File: src/rtl/rv32m_muldiv_unit_pkg.sv
// Shared types for the RV32M iterative multiply/divide unit: operation codes,
// FSM states and per-operation operand signedness.
package rv32m_muldiv_unit_pkg;

    typedef enum logic [2:0] {
        MD_MUL    = 3'd0,
        MD_MULH   = 3'd1,
        MD_MULHSU = 3'd2,
        MD_MULHU  = 3'd3,
        MD_DIV    = 3'd4,
        MD_DIVU   = 3'd5,
        MD_REM    = 3'd6,
        MD_REMU   = 3'd7
    } md_op_e;

    typedef enum logic [1:0] {
        MD_IDLE = 2'd0,
        MD_CALC = 2'd1,
        MD_FIX  = 2'd2,
        MD_DONE = 2'd3
    } md_state_e;

    function automatic logic rs1_is_signed(md_op_e op);
        return op inside {MD_MUL, MD_MULH, MD_MULHSU, MD_DIV, MD_REM};
    endfunction

    function automatic logic rs2_is_signed(md_op_e op);
        return op inside {MD_MUL, MD_MULH, MD_DIV, MD_REM};
    endfunction

endpackage

File: src/rtl/rv32m_muldiv_unit_if.sv
// Request/response bundle between the EX stage and the multiply/divide unit.
interface rv32m_muldiv_unit_if #(parameter int XLEN = 32);

    logic            start;
    logic [2:0]      func3;
    logic [XLEN-1:0] rs1_val;
    logic [XLEN-1:0] rs2_val;
    logic            flush;
    logic            busy;
    logic            done;
    logic [XLEN-1:0] result;

    modport master (
        output start, func3, rs1_val, rs2_val, flush,
        input  busy, done, result
    );

    modport slave (
        input  start, func3, rs1_val, rs2_val, flush,
        output busy, done, result
    );

endinterface

File: src/rtl/rv32m_sign_fix.sv
// Combinational sign helpers: operand magnitudes at entry and conditional
// two's-complement negation of the double-width raw result.
module rv32m_sign_fix #(
    parameter int XLEN = 32
) (
    input  logic [XLEN-1:0]   a_i,
    input  logic [XLEN-1:0]   b_i,
    input  logic              a_signed_i,
    input  logic              b_signed_i,
    output logic [XLEN-1:0]   a_mag_o,
    output logic [XLEN-1:0]   b_mag_o,
    output logic              a_neg_o,
    output logic              b_neg_o,
    input  logic [2*XLEN-1:0] val_i,
    input  logic              neg_i,
    output logic [2*XLEN-1:0] val_o
);

    // Negating 0x80000000 yields 0x80000000, which read unsigned is 2^31.
    assign a_neg_o = a_signed_i & a_i[XLEN-1];
    assign b_neg_o = b_signed_i & b_i[XLEN-1];
    assign a_mag_o = a_neg_o ? (~a_i) + XLEN'(1) : a_i;
    assign b_mag_o = b_neg_o ? (~b_i) + XLEN'(1) : b_i;
    assign val_o   = neg_i ? (~val_i) + (2*XLEN)'(1) : val_i;

endmodule

File: src/rtl/rv32m_muldiv_unit.sv
// Iterative RV32M execute unit: shift-add multiply and restoring divide, one
// bit per cycle, with a one-cycle sign fix-up and single-cycle fast paths.
module rv32m_muldiv_unit
    import rv32m_muldiv_unit_pkg::*;
#(
    parameter int XLEN = 32
) (
    input logic               clk,
    input logic               rst,
    rv32m_muldiv_unit_if.slave bus
);

    localparam int CW = $clog2(XLEN);

    md_state_e         state_q, state_d;
    md_op_e            op_q, op_d;
    logic              neg_q, neg_d;
    logic [CW-1:0]     cnt_q, cnt_d;
    logic [2*XLEN-1:0] acc_q, acc_d;
    logic [XLEN-1:0]   opb_q, opb_d;
    logic [XLEN-1:0]   rem_q, rem_d;
    logic [XLEN-1:0]   result_q, result_d;

    md_op_e            op_in;
    logic [XLEN-1:0]   a_mag, b_mag;
    logic              a_neg, b_neg;
    logic [2*XLEN-1:0] fix_val, fix_out;
    logic              div_zero, div_ovf;
    logic [XLEN:0]     mul_sum;
    logic [2*XLEN-1:0] mul_next;
    logic [XLEN:0]     div_shift, div_trial;

    assign op_in = md_op_e'(bus.func3);

    rv32m_sign_fix #(.XLEN(XLEN)) u_sign_fix (
        .a_i        (bus.rs1_val),
        .b_i        (bus.rs2_val),
        .a_signed_i (rs1_is_signed(op_in)),
        .b_signed_i (rs2_is_signed(op_in)),
        .a_mag_o    (a_mag),
        .b_mag_o    (b_mag),
        .a_neg_o    (a_neg),
        .b_neg_o    (b_neg),
        .val_i      (fix_val),
        .neg_i      (neg_q),
        .val_o      (fix_out)
    );

    assign div_zero = (bus.rs2_val == '0);
    assign div_ovf  = (bus.rs1_val == {1'b1, {(XLEN-1){1'b0}}}) && (bus.rs2_val == '1)
                      && (op_in == MD_DIV || op_in == MD_REM);

    // Multiply: multiplier sits in the low half and is consumed LSB first.
    assign mul_sum  = {1'b0, acc_q[2*XLEN-1:XLEN]} + {1'b0, opb_q};
    assign mul_next = acc_q[0] ? {mul_sum, acc_q[XLEN-1:1]} : {1'b0, acc_q[2*XLEN-1:1]};

    // Divide: dividend bits shift out of acc_q MSB first, quotient bits shift in.
    assign div_shift = {rem_q, acc_q[XLEN-1]};
    assign div_trial = div_shift - {1'b0, opb_q};

    always_comb begin
        fix_val = acc_q;
        if (op_q == MD_REM || op_q == MD_REMU) begin
            fix_val = {{XLEN{1'b0}}, rem_q};
        end else if (op_q == MD_DIV || op_q == MD_DIVU) begin
            fix_val = {{XLEN{1'b0}}, acc_q[XLEN-1:0]};
        end
    end

    always_comb begin
        state_d  = state_q;
        op_d     = op_q;
        neg_d    = neg_q;
        cnt_d    = cnt_q;
        acc_d    = acc_q;
        opb_d    = opb_q;
        rem_d    = rem_q;
        result_d = result_q;
        if (bus.flush) begin
            state_d = MD_IDLE;
        end else begin
            case (state_q)
                MD_IDLE: begin
                    if (bus.start) begin
                        op_d = op_in;
                        if (bus.func3[2] && div_zero) begin
                            result_d = bus.func3[1] ? bus.rs1_val : '1;
                            state_d  = MD_DONE;
                        end else if (div_ovf) begin
                            result_d = bus.func3[1] ? '0 : {1'b1, {(XLEN-1){1'b0}}};
                            state_d  = MD_DONE;
                        end else begin
                            neg_d   = (op_in == MD_REM) ? a_neg : (a_neg ^ b_neg);
                            acc_d   = {{XLEN{1'b0}}, bus.func3[2] ? a_mag : b_mag};
                            opb_d   = bus.func3[2] ? b_mag : a_mag;
                            rem_d   = '0;
                            cnt_d   = CW'(XLEN - 1);
                            state_d = MD_CALC;
                        end
                    end
                end
                MD_CALC: begin
                    if (op_q[2]) begin
                        acc_d = {acc_q[2*XLEN-1:XLEN], acc_q[XLEN-2:0], ~div_trial[XLEN]};
                        rem_d = div_trial[XLEN] ? div_shift[XLEN-1:0] : div_trial[XLEN-1:0];
                    end else begin
                        acc_d = mul_next;
                    end
                    cnt_d = cnt_q - CW'(1);
                    if (cnt_q == '0) begin
                        state_d = MD_FIX;
                    end
                end
                MD_FIX: begin
                    result_d = (op_q == MD_MUL || op_q[2]) ? fix_out[XLEN-1:0]
                                                          : fix_out[2*XLEN-1:XLEN];
                    state_d  = MD_DONE;
                end
                MD_DONE: begin
                    state_d = MD_IDLE;
                end
                default: begin
                    state_d = MD_IDLE;
                end
            endcase
        end
    end

    always_ff @(posedge clk or negedge rst) begin
        if (!rst) begin
            state_q  <= MD_IDLE;
            op_q     <= MD_MUL;
            neg_q    <= 1'b0;
            cnt_q    <= '0;
            acc_q    <= '0;
            opb_q    <= '0;
            rem_q    <= '0;
            result_q <= '0;
        end else begin
            state_q  <= state_d;
            op_q     <= op_d;
            neg_q    <= neg_d;
            cnt_q    <= cnt_d;
            acc_q    <= acc_d;
            opb_q    <= opb_d;
            rem_q    <= rem_d;
            result_q <= result_d;
        end
    end

    assign bus.busy   = (state_q == MD_CALC) || (state_q == MD_FIX);
    assign bus.done   = (state_q == MD_DONE) && !bus.flush;
    assign bus.result = result_q;

    // The hazard unit stalls the issuing stage, so a start while busy is dropped.
    a_no_start_when_busy : assert property (@(posedge clk) disable iff (!rst)
        !(bus.start && bus.busy))
        else $warning("start asserted while busy; request ignored");

endmodule

File: src/flat_wrapper.sv
// flat-port wrapper written by rule: the top's interface ports become plain ports
module rv32m_muldiv_unit_flat import rv32m_muldiv_unit_pkg::*;
#(
    parameter int XLEN = 32
)
  (clk, rst, bus_start, bus_func3, bus_rs1_val, bus_rs2_val, bus_flush, bus_busy, bus_done, bus_result);
  rv32m_muldiv_unit_if #(.XLEN(XLEN)) bus_i ();
  input logic clk;
  input logic rst;
  input wire logic [$bits(bus_i.start)-1:0] bus_start;
  input wire logic [$bits(bus_i.func3)-1:0] bus_func3;
  input wire logic [$bits(bus_i.rs1_val)-1:0] bus_rs1_val;
  input wire logic [$bits(bus_i.rs2_val)-1:0] bus_rs2_val;
  input wire logic [$bits(bus_i.flush)-1:0] bus_flush;
  output wire logic [$bits(bus_i.busy)-1:0] bus_busy;
  output wire logic [$bits(bus_i.done)-1:0] bus_done;
  output wire logic [$bits(bus_i.result)-1:0] bus_result;
  assign bus_i.start = bus_start;
  assign bus_i.func3 = bus_func3;
  assign bus_i.rs1_val = bus_rs1_val;
  assign bus_i.rs2_val = bus_rs2_val;
  assign bus_i.flush = bus_flush;
  assign bus_busy = bus_i.busy;
  assign bus_done = bus_i.done;
  assign bus_result = bus_i.result;
  rv32m_muldiv_unit #(.XLEN(XLEN)) u_core (.clk(clk), .rst(rst), .bus(bus_i));
endmodule
File: config.mk
export PLATFORM = sky130hd
export DESIGN_NAME = rv32m_muldiv_unit_flat
export DESIGN_NICKNAME = d
export VERILOG_FILES = /design/src/rtl/rv32m_muldiv_unit_pkg.sv /design/src/rtl/rv32m_muldiv_unit_if.sv /design/src/rtl/rv32m_sign_fix.sv /design/src/rtl/rv32m_muldiv_unit.sv /design/src/flat_wrapper.sv
export SDC_FILE = /design/constraint.sdc
export NUM_CORES = 1
export LEC_CHECK = 0
export ABC_CLOCK_PERIOD_IN_PS = 5800
export CORE_AREA = 4 4 237 239
export CTS_CLUSTER_DIAMETER = 100
export DETAILED_ROUTE_END_ITERATION = 8
export DIE_AREA = 0 0 241 243
export SETUP_SLACK_MARGIN = 0.2
export SLEW_MARGIN = 10
export SYNTH_ARGS = -nofsm -noshare
export SYNTH_HDL_FRONTEND = slang
export SYNTH_SLANG_ARGS = --single-unit
File: constraint.sdc
create_clock -name clk -period 5.8 [get_ports clk]
set_input_delay 1.16 -clock clk [delete_from_list [all_inputs] [get_ports clk]]
set_output_delay 1.16 -clock clk [all_outputs]
set_load 0.005 [all_outputs]
# After elaboration in Yosys (flattened, before gate mapping)

Cells that the tools add are included.

Register bits: 171
Bits of input ports: 71
Output and inout bits: 34
Word-level logic and storage cells: 109

Add/sub/neg operators: 6
Equal/unequal tests: 21
Multiplexer cells: 37
Bitwise operators: 10
Reduce and logical (&&, ||, !) cells: 26

Operators by type and width:

| operator                                      | number |
|---|---|
| 2-to-1 mux 64 bit                             | 8 |
| 2-to-1 mux 32 bit                             | 15 |
| case mux 32 bit (2 select lines)              | 2 |
| case mux 64 bit (2 select lines)              | 1 |
| adder 32 x 1 -> 32 bit, second input constant | 2 |
| adder 64 x 1 -> 64 bit, second input constant | 1 |
| == test 32 bit, second input constant         | 2 |
| NOT 32 bit                                    | 2 |
| NOT 64 bit                                    | 1 |
| adder 32 x 32 -> 33 bit                       | 1 |
| subtractor 33 x 32 -> 33 bit                  | 1 |
| logical NOT 32 bit                            | 1 |
| == test 3 bit, second input constant          | 6 |
| 2-to-1 mux 5 bit                              | 3 |
| AND reduction 6 bit                           | 2 |
| 2-to-1 mux 2 bit                              | 5 |
| case mux 5 bit (2 select lines)               | 1 |
| AND reduction 5 bit                           | 2 |
| inequality test 2 bit, second input constant  | 4 |
| case mux 2 bit (4 select lines)               | 1 |
| logical NOT 3 bit                             | 2 |
| logical NOT 5 bit                             | 1 |
| logical OR 1 bit                              | 5 |
| nonzero test 5 bit                            | 1 |
| 21 further kinds                              | 30 |

# Depth between registers and ports, before layout

Gate-level depths: netlist of run 1.

Depth after elaboration: 9
Mapped depth: 17
Gate-level depth less buffers: 12

# Hierarchy

A second synthesis of run 1 with hierarchy kept.

Cell total of the unflattened synthesis: 1874
Area total of the unflattened synthesis: 15820.2 sq um

By module, submodules not included:

| module            | instances | cells an instance | area an instance (sq um) | sequential area each (sq um) |
|---|---|---|---|---|
| rv32m_muldiv_unit | 1         | 1474              | 12899.9                  | 4279.1 |
| rv32m_sign_fix    | 1         | 400               | 2920.3                   | 0.0 |

# Worst setup path before layout of run 1

OpenSTA, ideal clock, no wires.

Path kind: register -> register
Start point: register u_core.op_q[1]
End point: register u_core.result_q[10] (netlist: u_core.bus.result[10])
Data arrival time: 4.359 ns
Slack: 1.359 ns
Cell stages (with the launch flop): 17
Path buffers: 5
Clock period less this slack: 4.441 ns
Cells stage by stage: dfrtp_1 buf_2 and2_1 clkbuf_1 clkbuf_1 buf_1 buf_1 mux2i_1 ha_1 o21ai_0 nor3_1 nand3_1 or4_1 a21boi_0 a311oi_1 a221oi_1 o21ai_0

Cells in the longest elaborated chain, start to end: 9
Elaborated cells on any way between the ends: 15
Those cells by class: add/sub: 1; eq/ne: 4; mux: 5; bitwise: 1; reduce/logical: 4

Ends and longest elaborated chain:

| element                              | line                     | source |
|---|---|---|
| start: declaration                   | rv32m_muldiv_unit.sv:16  | `md_op_e op_q, op_d;` |
| start signal: assignment             | rv32m_muldiv_unit.sv:141 | `op_q <= op_d;` |
| == test 3 bit                        | rv32m_muldiv_unit.sv:65  | `end else if (op_q == MD_DIV \|\| op_q == MD_DIVU) begin` |
| logical OR 1 bit                     | rv32m_muldiv_unit.sv:65  |  |
| 2-to-1 mux 64 bit                    | rv32m_muldiv_unit.sv:65  |  |
| 2-to-1 mux 64 bit                    | rv32m_muldiv_unit.sv:63  | `if (op_q == MD_REM \|\| op_q == MD_REMU) begin` |
| NOT 64 bit                           | rv32m_sign_fix.sv:24     | `assign val_o = neg_i ? (~val_i) + (2*XLEN)'(1) : val_i;` |
| adder 64 x 1 -> 64 bit               | rv32m_sign_fix.sv:24     |  |
| 2-to-1 mux 64 bit                    | rv32m_sign_fix.sv:24     |  |
| 2-to-1 mux 32 bit (*)                | rv32m_muldiv_unit.sv:115 | `result_d = (op_q == MD_MUL \|\| op_q[2]) ? fix_out[XLEN-1:0]` |
| case mux 32 bit (2 select lines) (*) | rv32m_muldiv_unit.sv:82  | `case (state_q)` |
| end signal: assignment               | rv32m_muldiv_unit.sv:147 | `result_q <= result_d;` |
| end: declaration                     | rv32m_muldiv_unit.sv:22  | `logic [XLEN-1:0] result_q, result_d;` |

Every way passes the cells marked *; elsewhere a longest branch is shown, timed or not.
A chain may end at the register's enable or synchronous reset.

# Final worst setup path of run 1

Start point: input bus_rs1_val[8]
End point: register u_core.rem_q[28]

Cells in the longest elaborated chain, start to end: 5

Ends and longest elaborated chain:

| element                         | line                     | source |
|---|---|---|
| start: declaration              | flat_wrapper.sv:12       | `input wire logic [$bits(bus_i.rs1_val)-1:0] bus_rs1_val;` |
| == test 32 bit                  | rv32m_muldiv_unit.sv:50  | `assign div_ovf = (bus.rs1_val == {1'b1, {(XLEN-1){1'b0}}}) && (bus.rs2_val == '1)` |
| logical AND 1 bit               | rv32m_muldiv_unit.sv:50  |  |
| logical AND 1 bit               | rv32m_muldiv_unit.sv:51  | `&& (op_in == MD_DIV \|\| op_in == MD_REM);` |
| inequality test 2 bit (no line) | n/a                      |  |
| AND reduction 6 bit (no line)   | n/a                      |  |
| end signal: assignment          | rv32m_muldiv_unit.sv:146 | `rem_q <= rem_d;` |
| end: declaration                | rv32m_muldiv_unit.sv:21  | `logic [XLEN-1:0] rem_q, rem_d;` |

Every way passes these cells.

==> metrics.txt, run 1 <==
Global Route Usage Sum 0.215; crit-path max cell delay 620 ps; Ys Warns 0; reg2reg end u_core.bus.result[10]; CTS Hold Bufs 0; placer congestion estimate about 1; post-synth cell types between 70 and 80; worst-skew pair later-pin latency 470 ps; H-tree lvl count 4; Slew @ Worst Pin 1050 ps; crit path time final 4660 ps; First DRT Iteration DRCs 1,800; # IOs 105; unrepaired setup endpoints after global routing no; Gate Count Post-Synth 2,125; Avg Synthesized Cell Area 7.58 um^2; DR vias 16,700; RR Startpoint u_core.op_q[2]; period utilization 0.804; CTS clock-pin slew for the worst setup and hold paths 80 ps; Pre-Repair DR Iteration Count 6; die height 243 um; leakage ~7.3 nW; initial core utilization 0.300; Routed Antenna Nets 0; Via density ~6; hold endpoint u_core.bus.result[1]; Crit Path Max Fanout 32; total gr overflow 0; number of global-route vias before repair about 16,000; buffer count from post-CTS setup fixing 0; Post-synth top flop dfrtp_1; dpl hpwl between 50,000 and 60,000 um; die area 58,600 um^2; post-synthesis sequential area ratio 0.265; Synth-to-Final Area Change 14.0%; CP startpoint kind input port; Post-synth EDFFs 0; max-slew violations 0; worst path cell trace clkdlybuf4s50_1 > or4_1 > nor4_1 > nor3b_1 > a31oi_2 > and2_1 > o21a_1 > o21ai_2 > buf_4 > nand2_1 > o221ai_1; outcome complete, no violations; fill count roughly 5,700; arrival time of the worst setup path approximately 5000 ps; largest net degree at the start of global routing 92; row count 85; final setup fails 0; CTS root buffer clkbuf_16; first-pass GRT wire length between 90,000 and 100,000 um; Longest Clk Path Bufs 2; chip width around 240 um; crit end category flip-flop; Max transition margin 0.296; total power 9.41 mW; DRC Markers 0; Worst Setup Path Type in2reg; Power Dens Cells 512 nW/um^2; Slowest-stage cell, CP or4_1; TNS Setup 0 ps; Required @ worst endpoint 6160 ps; Cell Area, Synth 16,100 um^2; routed wire length 64,800 um; CTS Buf Count 17; worst r2r path cells 12; Inst Count DP 2,829; #FFs+latches synth 171; core area 53,800 um^2; hold crit path type reg2reg; TritonCTS clock tree done; layout net count about 2,300; max_cap viols 0; final hold vios 0; maximum clock frequency 215 MHz; clk sinks 171; PostCTS Resize Cnt 0; worst vdd ir 0.260 mV; Clock Skews ~12 ps; layout cells sized above 1 0.0494; WHS Path Cells 2; share of synthesized registers carrying an async set or reset 1.00; initial antenna violation count 2; FF-to-FF setup slack 1240 ps; Layout Utilization 0.341; Post-Syn Nets 2,272; Hold Startpoint u_core.bus.result[1]; Port Buf Inserts 104; fin cells between 2,000 and 3,000; wire length per cell 22.6 um
## how the worst max path moves through the flow
stage,start,to,slack (ps),cells after the start
4_1_cts,bus_rs1_val[8],u_core.bus.result[10],1210,10
2_1_floorplan,u_core.op_q[1],u_core.bus.result[10],1360,16
6_report,bus_rs1_val[8],u_core.rem_q[28],1140,11
3_3_place_gp,bus_rs1_val[8],u_core.bus.result[7],800,10
3_5_place_dp,bus_rs1_val[8],u_core.bus.result[2],690,10
5_1_grt,bus_rs1_val[8],u_core.bus.result[20],950,10
## routing by layer
layer,wire [um],track usage
met5,0,0
met4,2970,0.0898
met3,5380,0.0367
met2,28400,0.331
met1,28000,0.298
## per-stage QoR
step	hold slack [ps]	instance area [um^2]	setup slack (ps)
finish	490	18400	1140
CTS	493	18400	1210
detailed placement	476	17800	688
global route	520	18400	947
floorplan	467	16100	1360
global placement	483	17800	804
## cells in the final DEF, fill, tap and decap left out, drive strengths merged, types with 12 or more instances in the layout
cell type	n
a211oi	47
xnor2	96
clkdlybuf4s50	102
mux2	23
nand3	27
or3	15
nor2	179
nor4	28
xor2	62
o31ai	22
nand2	257
or4	16
o211ai	15
dfrtp	171
o221ai	15
clkbuf	17
a21o	13
nand2b	25
nor3	47
o41ai	14
o21a	12
o21ai	252
mux2i	83
a22oi	13
a21oi	207
buf	31
nand4	19
ha	74
inv	87
a31oi	32
nor2b	23
## sequential cells by signal, summed over array words and instances (netlist names)
name and cells:
u_core.bus.result 32, u_core.opb_q 32, u_core.cnt_q 5, u_core.state_q 2, u_core.rem_q 32, u_core.op_q 3, u_core.neg_q 1, u_core.acc_q 64
## layout make-up
class	instances	area (um^2)	share of cell area
clock inverter	15	151	0.00824
antenna	1	2.50	0.000136
clock buffer	17	425	0.0231
tap	696	871	0.0474
multi-input combinational	1750	11100	0.602
sequential	171	4280	0.233
inverter	79	297	0.0161
timing repair buffer	133	1280	0.0698
## kinds of logic after synthesis
| logic type | synth area share |
|---|---|
| compound gates | 0.269 |
| xor+xnor | 0.0859 |
| fa+ha+maj | 0.0599 |
| buf+inv | 0.0498 |
| flops | 0.265 |
| mux | 0.0676 |
| simple gates | 0.203 |
## synth_stat cells (all sizes together), types with 8 or more instances
cell / instances / share of area
mux2i: 83 / 0.052
a21boi: 8 / 0.0037
a211oi: 47 / 0.022
a221oi: 11 / 0.0060
a22oi: 13 / 0.0061
o31ai: 22 / 0.011
xor2: 62 / 0.034
clkbuf: 99 / 0.023
nor4bb: 9 / 0.0056
o211ai: 15 / 0.0070
nor4: 28 / 0.012
a21oi: 207 / 0.064
xnor2: 96 / 0.052
o41ai: 14 / 0.0076
nor2b: 23 / 0.0089
nand4: 19 / 0.0074
inv: 78 / 0.018
buf: 26 / 0.0084
o21a: 12 / 0.0056
ha: 74 / 0.057
and2: 10 / 0.0039
nor3: 47 / 0.015
and3: 11 / 0.0043
o21ai: 252 / 0.078
nor2: 179 / 0.042
or3: 15 / 0.0058
o22ai: 10 / 0.0039
a31oi: 32 / 0.013
nand2: 257 / 0.060
dfrtp: 171 / 0.27
nand3: 27 / 0.0084
a21o: 13 / 0.0061
o221ai: 15 / 0.0082
mux2: 23 / 0.016
nand2b: 25 / 0.0097
or4: 16 / 0.0077
## critical path, delay by kind of cell
family	cells	cell delay (ps)
and+or+nand+nor	5	2070
AOI/OAI and AO/OA	4	910
buffers and inverters	2	840
## power breakdown
part | internal, mW | switching, mW | total [mW]
registers | 1.62 | 0.789 | 2.41
clock network | 0.608 | 0.583 | 1.19
logic | 2.23 | 3.58 | 5.81
(Power assumes the default switching activity.)
==> run 2, diff against run 1 <==
ABC_CLOCK_PERIOD_IN_PS = 3800   (was 5800)
clock period = 3.8 ns   (was 5.8 ns; I/O delays follow)
==> metrics.txt, run 2 (synthesis gave the netlist of run 1 again) <==
clock share of power 0.117 (was 0.127); layout net count 2,471 (was 2,299); # IOs 105 (unchanged); Slowest-stage cell, CP dfrtp_4 (was or4_1); die height 243 um (unchanged); max-slew violations 0 (unchanged); Crit Path Max Fanout 42 (was 32); Final WS setup 277 ps (was 1140 ps); Pre-Repair DR Iteration Count 5 (was 6); unrepaired setup endpoints after global routing yes (was no); worst-skew pair later-pin latency 470 ps (about the same); CTS Hold Bufs 0 (unchanged); initial core utilization 0.300 (unchanged); largest net degree at the start of global routing 80 (was 92); NetSw 7.87 mW (was 4.95 mW); First DRT Iteration DRCs 1,646 (was 1,800); wire length per cell 22.4 um (was 22.6 um); Slew @ Worst Pin 781 ps (was 1050 ps); Layout Utilization 0.370 (was 0.341); Largest Register u_core.acc_q (unchanged); arrival time of the worst setup path 3920 ps (was 5020 ps); Logic pwr share 0.650 (was 0.618); Port Buf Inserts 104 (unchanged); Synth-to-Final Area Change 23.7% (was 14.0%); H-tree lvl count 4 (unchanged); RR Startpoint u_core.op_q[2] (unchanged); Via density 5.64 (was 5.83); final hold vios 0 (unchanged); CTS root buffer clkbuf_16 (unchanged); outcome complete, no violations (unchanged); CTS Buf Count 17 (unchanged); row count 85 (unchanged); Power Dens Cells 762 nW/um^2 (was 512 nW/um^2); crit-path max cell delay 530 ps (was 620 ps); Global Route Usage Sum 0.228 (was 0.215); period utilization 0.927; commonest non-fill, non-tap cell in the layout nand2_1 (unchanged); final setup fails 0 (unchanged); fin cells 3,034 (was 2,862); Routed Antenna Nets 0 (unchanged); die area 58,600 um^2 (unchanged); Inst Count DP 3,000 (was 2,829); Int Pwr 7.32 mW (was 4.46 mW); DR vias 17,100 (was 16,700); total gr overflow 0 (unchanged); CP startpoint kind flip-flop (was input port); DRC Markers 0 (unchanged); TritonCTS clock tree done (unchanged); number of flip-flops in the largest register 64 (unchanged); DP Worst Slack -211 ps (was 688 ps); max_cap viols 0 (unchanged); core area 53,800 um^2 (unchanged); crit path time final 3520 ps; Clock Skews 14.0 ps (was 11.9 ps); Final Hold Slack 289 ps (was 490 ps); maximum clock frequency 284 MHz; initial antenna violation count 2 (unchanged); worst vdd ir 0.350 mV (was 0.260 mV); number of global-route vias before repair 16,500 (was 15,800); most frequent cells in the layout nand2_1, o21ai_0, a21oi_1, buf_4, nor2_1 (was nand2_1, o21ai_0, a21oi_1, nor2_1, dfrtp_1); hold crit path type in2async (was reg2reg); routed wire length 68,100 um (was 64,800 um); Longest Clk Path Bufs 2 (unchanged); chip width 241 um (unchanged); dpl hpwl 54,800 um (was 50,500 um); start point of the critical path u_core.op_q[2] (was bus_rs1_val[8]); worst path cell trace and2_2 > buf_12 > mux2_2 > nor4_2 > buf_4 > nand4_1 > o21ai_0 > xor2_1 > o21ai_0 > a21oi_1 > a21oi_1 (was clkdlybuf4s50_1 > or4_1 > nor4_1 > nor3b_1 > a31oi_2 > and2_1 > o21a_1 > o21ai_2 > buf_4 > nand2_1 > o221ai_1); clk sinks 171 (unchanged); total power 15.2 mW (was 9.41 mW); Flop pwr share 0.232 (was 0.256); CTS clock-pin slew for the worst setup and hold paths 70 ps (was 80 ps); layout cells sized above 1 0.126 (was 0.0494); Required @ worst endpoint 4190 ps (was 6160 ps); first-pass GRT wire length 103,000 um (was 97,400 um); Max transition margin 0.476 (was 0.296); leakage 8.17 nW (was 7.26 nW); Worst Setup Path Type reg2reg (was in2reg); Sw Share 0.518 (was 0.526); crit end category flip-flop (unchanged); placer congestion estimate 0.985 (was 0.987)
run 2: power groups by stage:
stage               Sequential [mW]  Combinational [mW]  Clock (mW)
floorplan                      3.05                6.32           0
global placement               3.51                9.47           0
detailed placement             3.52                9.56           0
CTS                            3.49                9.65        1.81
global route                   3.59                10.7        1.88
finish                         3.53                9.87        1.78
run 2: final timing paths:
| check | endpoint | slack (ps) | depth (start not counted) |
|---|---|---|---|
| setup / recovery | u_core.bus.result[21] | 280 | 11 |
| hold / removal | u_core.bus.result[21] | 290 | 1 |
| setup reg to reg | u_core.bus.result[21] | 280 | 11 |
| hold reg to reg | u_core.bus.result[17] | 480 | 2 |
| max in group asynchronous | u_core.state_q[0] | 2670 | 2 |
| min in group clk | u_core.bus.result[17] | 480 | 2 |
run 2: per-stage QoR:
stage	TNS, ps	instance area (um^2)
after floorplan	0	16100
after global placement	-4260	19300
after detailed placement	-9570	19300
after CTS	0	19900
after global routing	0	19900
final	0	19900
run 2: final cells by class:
class,count,area [um^2]
clock buffers,20,457
multi-input cells,1750,11200
inverters,79,297
repair buffers,305,2740
diodes,1,2.50
clock inverters,12,114
fillers,5682,33900
well taps,696,871
flip-flops and latches,171,4290
run 2: timing repair:
item,CTS,global route
resized for setup,6,14
endpoints found under the setup margin,16,28
endpoints found under the hold margin,0,0
buffers inserted,0,1
pin swaps,0,0
run 2: routing by layer:
metal,GRT usage,share of wire,up-vias
met4,0.0962,0.048,0
li1,-,-,8134
met1,0.315,0.44,8201
met3,0.0326,0.064,112
met5,0,0,-
met2,0.357,0.45,659
run 2: critical path: cells and delay by family, from the launching register on:
family | cells | cell delay [ps]
and+or+nand+nor | 3 | 780
buffers and inverters | 2 | 490
muxes | 1 | 420
xor gates and xnor gates | 1 | 160
DFF | 1 | 530
AOI/OAI and AO/OA | 4 | 1050
==> variant, RTL diff (config.mk and constraints of run 1) <==
Re-encode `md_state_e` (4 states) as Gray code, 2 bits wide.
--- a/src/rtl/rv32m_muldiv_unit_pkg.sv
+++ b/src/rtl/rv32m_muldiv_unit_pkg.sv
@@ -14,10 +14,10 @@
     } md_op_e;
 
     typedef enum logic [1:0] {
-        MD_IDLE = 2'd0,
-        MD_CALC = 2'd1,
-        MD_FIX  = 2'd2,
-        MD_DONE = 2'd3
+        MD_IDLE = 2'b00,
+        MD_CALC = 2'b01,
+        MD_FIX  = 2'b11,
+        MD_DONE = 2'b10
     } md_state_e;
 
     function automatic logic rs1_is_signed(md_op_e op);
Behaviour: no difference found for any inputs over 4 cycles, from zero or initial values and one cycle with rst low; so few cycles prove little.
==> variant against run 1 <==
Largest cell class unchanged. Routed wire length fell by 2.0%. Area after synthesis fell by 0.54%. Critical path depth did not move. Critical endpoint is now u_core.acc_q[41]$_DFFE_PN0P_. Sequential cell count did not move. Design area fell by 0.78%. Worst hold slack improved by 2.7 ps. Setup slack got worse by 3.1 ps. Power fell by 26%.
==> variant: results (changes against run 1) <==
Outcome
  – Run status: finished, final reports clean

Worst setup path
  – Crit path max fanout: 14 (-56%)
  – R2r worst-path depth: 11 (-1)
  – Slowest stage cell, crit path: or4b_2
  – Largest stage delay, worst path: 790 ps (+170 ps)
  – Arr. time, crit path: 5040 ps (+20 ps)

Finish
  – Cell area after layout: 18200 µm² (-0.78%)
  – Final Net Count: 2311 (+0.52%)
  – Clock buffers and inverters, area share: 3.27% (+0.13 points)
  – Seq area share: 23.5% (+0.18 points)
  – Buffers excl. clock: 131 (-1.5%)
  – Multi-input gate count: 1771 (+1.2%)
  – N_diodes: 0 (-1)
  – # clk buffers: 18 (+1)
  – Fillers: 5735 (+0.017%)
  – Seq cells: 171 (unchanged)
  – Area of the multi-input gates: 10900 µm² (-1.1%)
  – Buffer share of cell area: 6.88% (-0.096 points)

GRT
  – GR Util met2: 31.9% (-1.2 points)
  – Vias in the first global route: 15.4k (-2.9%)
  – M1 GR Usage: 30.7% (+0.89 points)
  – Met3 GRT Util: 2.93% (-0.74 points)
  – All-Layer GR Usage: 21.1% (-0.38 points)

Placement
  – Dpl cells: 2845 (+0.57%)
  – DP Worst Slack: 725 ps (+37.1 ps)
  – DP Wirelength: 49100 µm (-2.9%)
  – GPL Wtd Cong: 0.988 (+0.19%)

Route
  – WL met3: 4700 µm (-13%)
  – Vias per cell: 5.75 (-1.4%)
  – DR vias: 16.6k (-0.86%)
  – Met1 Wirelength: 28800 µm (+3.0%)
  – WL met2: 27700 µm (-2.7%)
  – TritonRoute pass-1 iters: 7 (+1)

Clock network
  – Num CTS Buffers: 17 (unchanged)
  – H-tree depth: 4 (unchanged)

Power and ir drop
  – Sw frac: 48.9% (-3.7 points)
  – Worst VDD drop: 0.201 mV (-23%)
  – Share of power burned in registers: 27.5% (+1.9 points)
  – Leak: 7.34 nW (+1.1%)

Yosys
  – Seq/Total Area, Yosys: 26.7% (+0.14 points)
  – Mapped cell area: 16000 µm² (-0.54%)
  – Synthesized area per cell: 7.45 µm² (-1.7%)
  – Post-Synth XOR/XNOR Area: 9.29% (+0.70 points)
  – Top cells by area, synth: dfrtp_1 (27%), o21ai_0 (7.4%), a21oi_1 (7.1%)
  – Adder-Cell Fraction of Synth Area: 5.71% (-0.28 points)
  – Post-synthesis compound-gate area fraction: 27.2% (+0.29 points)

Timing
  – Least-Margin Pin Slew: 1190 ps (+138 ps)
  – Setup Skew: 12.1 ps (+0.239 ps)
variant: cell count changes in the layout (fill, tap and decap cells not counted), sizes merged, moves of 10 or more:
cell / before / now
mux2i: 83 / 65
a21o: 13 / 32
a211oi: 47 / 32
nand2: 257 / 247
a21oi: 207 / 227
a32oi: 2 / 12
mux2: 23 / 13
xnor2: 96 / 112
nor2: 179 / 244
a31oi: 32 / 20
variant: final timing paths:
check	startpoint	end	slack (ps)
hold reg to reg	u_core.bus.result[8]$_DFFE_PN0P_	u_core.bus.result[8]$_DFFE_PN0P_	490
setup reg to reg	u_core.op_q[2]$_DFFE_PN0P_	u_core.bus.result[16]$_DFFE_PN0P_	1370
hold / removal	u_core.bus.result[8]$_DFFE_PN0P_	u_core.bus.result[8]$_DFFE_PN0P_	490
setup / recovery	bus_rs1_val[29]	u_core.acc_q[41]$_DFFE_PN0P_	1140
max in group asynchronous	rst	u_core.op_q[2]$_DFFE_PN0P_	3980
min in group asynchronous	rst	u_core.rem_q[6]$_DFFE_PN0P_	750
